--- config.mk ---
export PLATFORM = sky130hd
export DESIGN_NAME = nibble_serial_add_ctrl
export DESIGN_NICKNAME = d
export VERILOG_FILES = /design/src/rtl/nibble_serial_add_ctrl.sv
export SDC_FILE = /design/constraint.sdc
export NUM_CORES = 1
export LEC_CHECK = 0
export ABC_CLOCK_PERIOD_IN_PS = 4000
export CORE_AREA = 3 3 80 82
export DETAILED_ROUTE_END_ITERATION = 7
export DIE_AREA = 0 0 83 85
export MAX_ROUTING_LAYER = met4
export PLACE_DENSITY = 0.68
export SLEW_MARGIN = 5
export SYNTH_ARGS = -nofsm -noshare
export SYNTH_HDL_FRONTEND = slang
export SYNTH_SLANG_ARGS = --single-unit
--- constraint.sdc ---
create_clock -name clk -period 4 [get_ports clk]
set_input_delay 0.8 -clock clk [delete_from_list [all_inputs] [get_ports clk]]
set_output_delay 0.8 -clock clk [all_outputs]
set_load 0.005 [all_outputs]
--- src/rtl/nibble_serial_add_ctrl.sv ---
// Wide adder built from one shared 4-bit adder stepped LSB nibble first,
// with a start/busy/done handshake and a registered carry between nibbles.

module fulladd4 (
    input  logic [3:0] i_a,
    input  logic [3:0] i_b,
    input  logic       i_c_in,
    output logic [3:0] o_sum,
    output logic       o_c_out
);
    assign {o_c_out, o_sum} = 5'(i_a) + 5'(i_b) + 5'(i_c_in);
endmodule

module nibble_serial_add_ctrl #(
    parameter int NIBBLES = 4,
    parameter int W       = 4 * NIBBLES
) (
    input  logic         clk,
    input  logic         reset,
    input  logic         start,
    input  logic [W-1:0] a,
    input  logic [W-1:0] b,
    input  logic         c_in,
    output logic         busy,
    output logic         done,
    output logic [W-1:0] sum,
    output logic         c_out
);
    localparam int IDX_W = (NIBBLES > 1) ? $clog2(NIBBLES) : 1;
    localparam logic [IDX_W-1:0] IDX_LAST = IDX_W'(NIBBLES - 1);

    // state | meaning
    // IDLE  | waiting for start; result registers hold last result
    // RUN   | one nibble added per cycle, idx selects the slice
    // DONE  | one-cycle done pulse; a new start is accepted here too
    typedef enum logic [1:0] {
        IDLE = 2'd0,
        RUN  = 2'd1,
        DONE = 2'd2
    } state_t;

    state_t           r_state;
    logic [W-1:0]     r_op_a;
    logic [W-1:0]     r_op_b;
    logic             r_carry;
    logic [IDX_W-1:0] r_idx;
    logic [W-1:0]     r_sum;
    logic             r_c_out;
    logic             r_busy;
    logic             r_done;

    logic [3:0]       w_a_nib;
    logic [3:0]       w_b_nib;
    logic [3:0]       w_sum_nib;
    logic             w_carry_nib;
    logic             w_ready;

    assign w_a_nib = r_op_a[{r_idx, 2'b00} +: 4];
    assign w_b_nib = r_op_b[{r_idx, 2'b00} +: 4];
    assign w_ready = (r_state == IDLE) || (r_state == DONE);

    fulladd4 u_fulladd4 (
        .i_a     (w_a_nib),
        .i_b     (w_b_nib),
        .i_c_in  (r_carry),
        .o_sum   (w_sum_nib),
        .o_c_out (w_carry_nib)
    );

    always_ff @(posedge clk or posedge reset) begin
        if (reset) begin
            r_state <= IDLE;
            r_op_a  <= '0;
            r_op_b  <= '0;
            r_carry <= 1'b0;
            r_idx   <= '0;
            r_sum   <= '0;
            r_c_out <= 1'b0;
            r_busy  <= 1'b0;
            r_done  <= 1'b0;
        end else begin
            r_done <= 1'b0;
            case (r_state)
                RUN: begin
                    r_sum[{r_idx, 2'b00} +: 4] <= w_sum_nib;
                    r_carry                    <= w_carry_nib;
                    if (r_idx == IDX_LAST) begin
                        r_c_out <= w_carry_nib;
                        r_idx   <= '0;
                        r_busy  <= 1'b0;
                        r_done  <= 1'b1;
                        r_state <= DONE;
                    end else begin
                        r_idx <= r_idx + 1'b1;
                    end
                end
                default: begin
                    // IDLE and DONE share the acceptance path so back-to-back starts need no gap
                    if (w_ready && start) begin
                        r_op_a  <= a;
                        r_op_b  <= b;
                        r_carry <= c_in;
                        r_idx   <= '0;
                        r_busy  <= 1'b1;
                        r_state <= RUN;
                    end else begin
                        r_state <= IDLE;
                    end
                end
            endcase
        end
    end

    assign busy  = r_busy;
    assign done  = r_done;
    assign sum   = r_sum;
    assign c_out = r_c_out;

endmodule

==> impl_metrics.json, run 1 <==
{
  "path_max_fanout": 13,
  "drv_slew": 0,
  "timing.rr.end": "sum[2]",
  "synthSimpleGateAreaFrac": 0.0554,
  "reg2reg_from": "r_idx[1]",
  "end_kind": "flop",
  "cp-endpoint": "sum[2]",
  "yosysWarningCount": 0,
  "post_cts_buffers": 0,
  "clock_latency_ps": 300,
  "synth_fa_ha_area_frac": 0.0598,
  "met3_length_um": 199,
  "wl_per_cell_um": 14.9,
  "synth_seq_area_share": 0.549,
  "pwr_density_cell_nw_per_um2": 811,
  "antenna-diode-count": 0,
  "tns_ps": 0,
  "remaining_drc_errors": 0,
  "synthMuxAreaShare": 0.216,
  "netlist_instances": 173,
  "critPathMaxStageDelay_ps": 730,
  "cts_buffer_depth": 2,
  "outcome": "complete, no violations",
  "critical_path_class": "flop to flop",
  "cts_tree": "built",
  "ys_types": 30,
  "grt_pass1_vias": 1617,
  "place.gp.congestion": 0.753,
  "rows": 28,
  "hold_violations": 0,
  "cts_buffers": 5,
  "first_pass_iters": 4,
  "io_pins": 55,
  "min_period_over_period": 0.674,
  "drive_gt1_frac": 0.247,
  "avgViaCountPerCell": 5.08,
  "synth.most_common_cell": "dfrtp_1",
  "path_clk_slew_ps": 90,
  "reg2reg_depth": 6,
  "avgSynthCellArea_um2": 14.7,
  "synth_nets": 220,
  "final_util": 0.562,
  "crit_slowest_cell": "dfrtp_1",
  "hold_class": "flop to flop",
  "cpMostUsedCell": "fa_1",
  "crit_start": "r_idx[1]",
  "synth_top_family_by_area": "multiplexers",
  "setup_viol": 0,
  "die_w_um": 83,
  "dp_hpwl_um": 3530,
  "routed_wl_um": 4560,
  "yosysTopAreaCell": "dfrtp_1",
  "initial_utilization": 0.439,
  "worstPathCellList": "mux4_2 -> fa_1 -> fa_1 -> xnor2_1 -> inv_1 -> a22o_1",
  "worstSetupStartpointType": "flop",
  "synth_top_area_share": 0.549,
  "antenna_found_initial": 0,
  "die_area_um2": 7060,
  "synth_compound_area_frac": 0.0839,
  "wl_met1_um": 2070,
  "grt_pass1_wl_um": 7780,
  "grt_overflow": 0,
  "cap_violations": 0,
  "ant_nets": 0,
  "routed-via-count": 1553,
  "synth-async-reset-ratio": 1.00,
  "synth_edf_count": 0,
  "cp_data_arrival_time_ps": 2890,
  "crit_required_ps": 4190,
  "holdBufCountCts": 0,
  "fmaxAchievable_ghz": 0.371,
  "synth_area_um2": 2550,
  "synth_area_leaders": "dfrtp_1 (55%), mux2_2 (15%), mux4_2 (7.1%)",
  "first_iter_violations": 40,
  "port_buffers": 54,
  "h-tree-depth": 2,
  "synth_common_cells": "dfrtp_1 (56), mux2_2 (33), a22o_1 (13)",
  "coreArea_um2": 5820,
  "synth_xor_area_frac": 0.00687,
  "fin_nets": 277,
  "reg2reg_slack_ps": 1300,
  "fin_crit_ps": 2700,
  "power_leakage_nw": 1.39,
  "top_layer_used": "met4",
  "clock-root-buffer": "clkbuf_8",
  "worst_clock_skew_ps": 8.53,
  "relSlewSlack": 0.352,
  "grt_max_degree": 37,
  "ys_seq_elements": 56,
  "cts_sinks": 56,
  "route.met2.wl_um": 2180,
  "grt_usage": 0.142,
  "cts.repair.resized": 0,
  "worst_pin_slew_ps": 969,
  "die_h_um": 85,
  "syn_to_final_growth_pct": 28.0,
  "rsz0062_at_grt": "no",
  "vdd_drop_max_mv": 0.360,
  "ys.flop_type": "dfrtp_1"
}
metal layers:
metal	global-route usage	up-vias
met1	0.179	750
met4	0.0609	0
met5	-	-
met2	0.220	45
li1	-	747
met3	0.0320	11
power by group:
part | switching (mW) | internal [mW] | total [mW]
sequential | 0.162 | 0.810 | 0.972
combinational | 0.613 | 0.709 | 1.32
clock | 0.168 | 0.186 | 0.354
total | 0.943 | 1.71 | 2.65
state kept, by name, summed over array words and instances, names as in the netlist:
name,count
r_op_a,16
r_op_b,16
sum,16
r_idx,2
r_state,2
busy,1
c_out,1
done,1
r_carry,1
cells in the final DEF (no fill, tap or decap), drive strengths merged, types with 2 or more instances in the layout:
master,Yosys,final
xnor2,2,2
fa,2,2
mux4,8,8
o31ai,5,5
nand3b,2,2
inv,6,6
buf,6,2
clkdlybuf4s50,0,54
ha,9,9
nand2,10,10
a22o,13,13
o21ai,3,3
clkbuf,0,6
a21o,3,3
a21oi,2,2
mux2,33,33
dfrtp,56,56
nor2,4,4
cell type report:
class	count	area, um^2
Fill cell	526	2550
Sequential cell	56	1400
Multi-Input combinational cell	105	1080
Timing Repair Buffer	56	556
Tap cell	75	93.8
Clock buffer	6	72.6
Clock inverter	2	35.0
Inverter	6	22.5
stage by stage:
stage / hold slack, ps / instances / instance area, um^2 / setup WS, ps / power (mW)
final: 490 / 306 / 3270 / 1300 / 2.65
after global placement: 469 / 298 / 3160 / 1260 / 2.31
after detailed placement: 473 / 298 / 3160 / 1260 / 2.34
after floorplan: 473 / 173 / 2550 / 1310 / 1.93
after CTS: 496 / 306 / 3270 / 1250 / 2.70
after global routing: 509 / 306 / 3270 / 1110 / 2.88
cell families after synthesis:
| kind of cell | count (synthesis) |
|---|---|
| buf+inv | 12 |
| simple gates | 23 |
| compound gates | 28 |
| xor+xnor | 2 |
| mux | 41 |
| flops | 56 |
| fa+ha+maj | 11 |
worst min path at each step:
| stage | from | end | slack, ps | cells past startpoint |
|---|---|---|---|---|
| after global placement | busy | busy | 470 | 1 |
| after CTS | busy | busy | 500 | 1 |
| after global routing | sum[14] | sum[14] | 510 | 2 |
| after detailed placement | busy | busy | 470 | 1 |
| after floorplan | sum[10] | sum[10] | 470 | 2 |
| final | busy | busy | 490 | 1 |
critical path: cells and delay by family, from the launching register on:
family | cells | cell delay (ps)
fa+ha+maj | 2 | 860
flops | 1 | 730
mux | 1 | 410
xor+xnor | 1 | 320
compound gates | 1 | 190
buf+inv | 1 | 70
No activity file was read; power rests on OpenSTA's default activity.
==> run 2, diff against run 1 <==
Settings changed: ABC_CLOCK_PERIOD_IN_PS 4000 to 2400, PLACE_DENSITY 0.68 to 0.71.
Clock period 4 ns to 2.4 ns, I/O delays scaled along.
==> run 2 against run 1 <==
Net effect:
- via count rose by 0.64%
- largest power group unchanged
- combinational power grew 89%
- routed wire length increased by 2.4%
- die area unchanged
- core utilization grew 1.1 points
- setup slack worse by 1200 ps
- count of clock-buffer cells in the layout is 1 lower
- hold slack better by 3.4 ps
==> impl_metrics.json, run 2 (synthesis gave the netlist of run 1 again) <==
{
  "outcome": "complete, no violations",
  "drv_slew": 0,
  "hold_class": "flop to flop",
  "ant_nets": 0,
  "worst_pin_slew_ps": 334,
  "hold_path_end": "busy",
  "initial_utilization": 0.439,
  "clock_latency_ps": 310,
  "antenna-diode-count": 0,
  "grt_pass1_vias": 1591,
  "antenna_found_initial": 0,
  "coreArea_um2": 5820,
  "crit_start": "r_idx[0]",
  "first_pass_iters": 3,
  "wl_per_cell_um": 15.1,
  "grt_overflow": 0,
  "reg2reg_from": "r_idx[0]",
  "first_iter_violations": 37,
  "end_kind": "flop",
  "power_leakage_nw": 1.41,
  "remaining_drc_errors": 0,
  "min-delay-start": "busy",
  "seq_area_um2": 1400,
  "rsz0062_at_grt": "yes",
  "place_area_um2": 3220,
  "die_w_um": 83,
  "setup_viol": 0,
  "final_area_um2": 3330,
  "path_clk_slew_ps": 100,
  "die_h_um": 85,
  "min_period_over_period": 0.961,
  "cp_data_arrival_time_ps": 2510,
  "fmaxAchievable_ghz": 0.433,
  "hold_violations": 0,
  "relSlewSlack": 0.776,
  "timing.rr.end": "sum[2]",
  "mostFrequentLayoutCells": "dfrtp_1 (55), clkdlybuf4s50_1 (54), mux2_2 (33), a22o_1 (13)",
  "n_fill_cell": 506,
  "pwr_density_cell_nw_per_um2": 1390,
  "drive_gt1_frac": 0.295,
  "worstSetupStartpointType": "flop",
  "avgViaCountPerCell": 5.06,
  "reg2reg_depth": 6,
  "crit_required_ps": 2600,
  "dp_hpwl_um": 3500,
  "power_mw": 4.63,
  "grt_usage": 0.143,
  "place.gp.congestion": 0.784,
  "worst_clock_skew_ps": 8.98,
  "final_common_cell": "dfrtp_1",
  "holdPathStages": 1,
  "die_area_um2": 7060,
  "routed-via-count": 1563,
  "grt_pass1_wl_um": 7740,
  "path_max_fanout": 4,
  "cap_violations": 0,
  "vdd_drop_max_mv": 0.740,
  "fin_nets": 280,
  "fin_crit_ps": 2310,
  "h-tree-depth": 2,
  "grt_max_degree": 57,
  "cts_buffer_depth": 2,
  "rows": 28,
  "reg2reg_slack_ps": 90,
  "syn_to_final_growth_pct": 30.6,
  "routed_wl_um": 4670,
  "cts_sinks": 56,
  "critical_path_class": "flop to flop",
  "clock-root-buffer": "clkbuf_8",
  "io_pins": 55,
  "cts_tree": "built",
  "cts_buffers": 5,
  "multiInputGateArea_um2": 1120,
  "holdBufCountCts": 0,
  "port_buffers": 54,
  "post_cts_buffers": 0
}
==> run 2: changes by cell type in the layout (fill, tap and decap cells not counted), sizes merged <==
cell and delta:
buf +3, clkinvlp +2, bufinv -1, clkbuf -1
==> run 2: how the worst max path moves through the flow <==
stage,end
after floorplan,sum[2]
after global placement,sum[2]
after detailed placement,c_out
after CTS,r_carry
after global routing,sum[7]
final,sum[2]
==> run 2: what timing repair did <==
item	4_1_cts	5_1_grt
resized for setup	0	4
endpoints found under the setup margin	0	10
endpoints found under the hold margin	0	0
==> run 2: critical path, cell delays in order, from the launching register on <==
cell,delay [ps]
dfrtp_2,430
mux4_2,540
fa_2,390
fa_2,370
xnor2_2,240
inv_1,60
a22o_1,170
==> run 2: per-stage QoR <==
| stage | util | setup slack [ps] | instances | hold slack, ps | TNS, ps |
|---|---|---|---|---|---|
| after CTS | 0.569 | 36.1 | 309 | 497 | 0 |
| after global placement | 0.554 | 98.3 | 301 | 466 | 0 |
| after detailed placement | 0.554 | 47.6 | 301 | 474 | 0 |
| final | 0.573 | 93.1 | 309 | 494 | 0 |
| after floorplan | - | -18.6 | 173 | 473 | -18.6 |
| after global routing | 0.573 | -14.7 | 309 | 508 | -31.7 |
==> run 2: cell type report <==
| type | count | area share |
|---|---|---|
| multi-input cells | 105 | 0.335 |
| inverters | 6 | 0.00676 |
| flip-flops and latches | 56 | 0.421 |
| repair buffers | 59 | 0.181 |
| well taps | 75 | 0.0282 |
| clock inverters | 3 | 0.00713 |
| clock buffers | 5 | 0.0207 |
==> run 2: per-layer routing <==
metal,global-route usage,vias to the layer above,share of wire
met5,-,-,0
li1,-,752,-
met3,0.0398,6,0.043
met1,0.183,763,0.46
met2,0.227,42,0.48
met4,0.0401,0,0.012
==> run 2: where the power goes <==
part / internal (mW) / switching (mW) / total (mW)
clock network: 0.207 / 0.313 / 0.520
logic: 1.36 / 1.14 / 2.50
registers: 1.35 / 0.252 / 1.61
total: 2.92 / 1.71 / 4.63
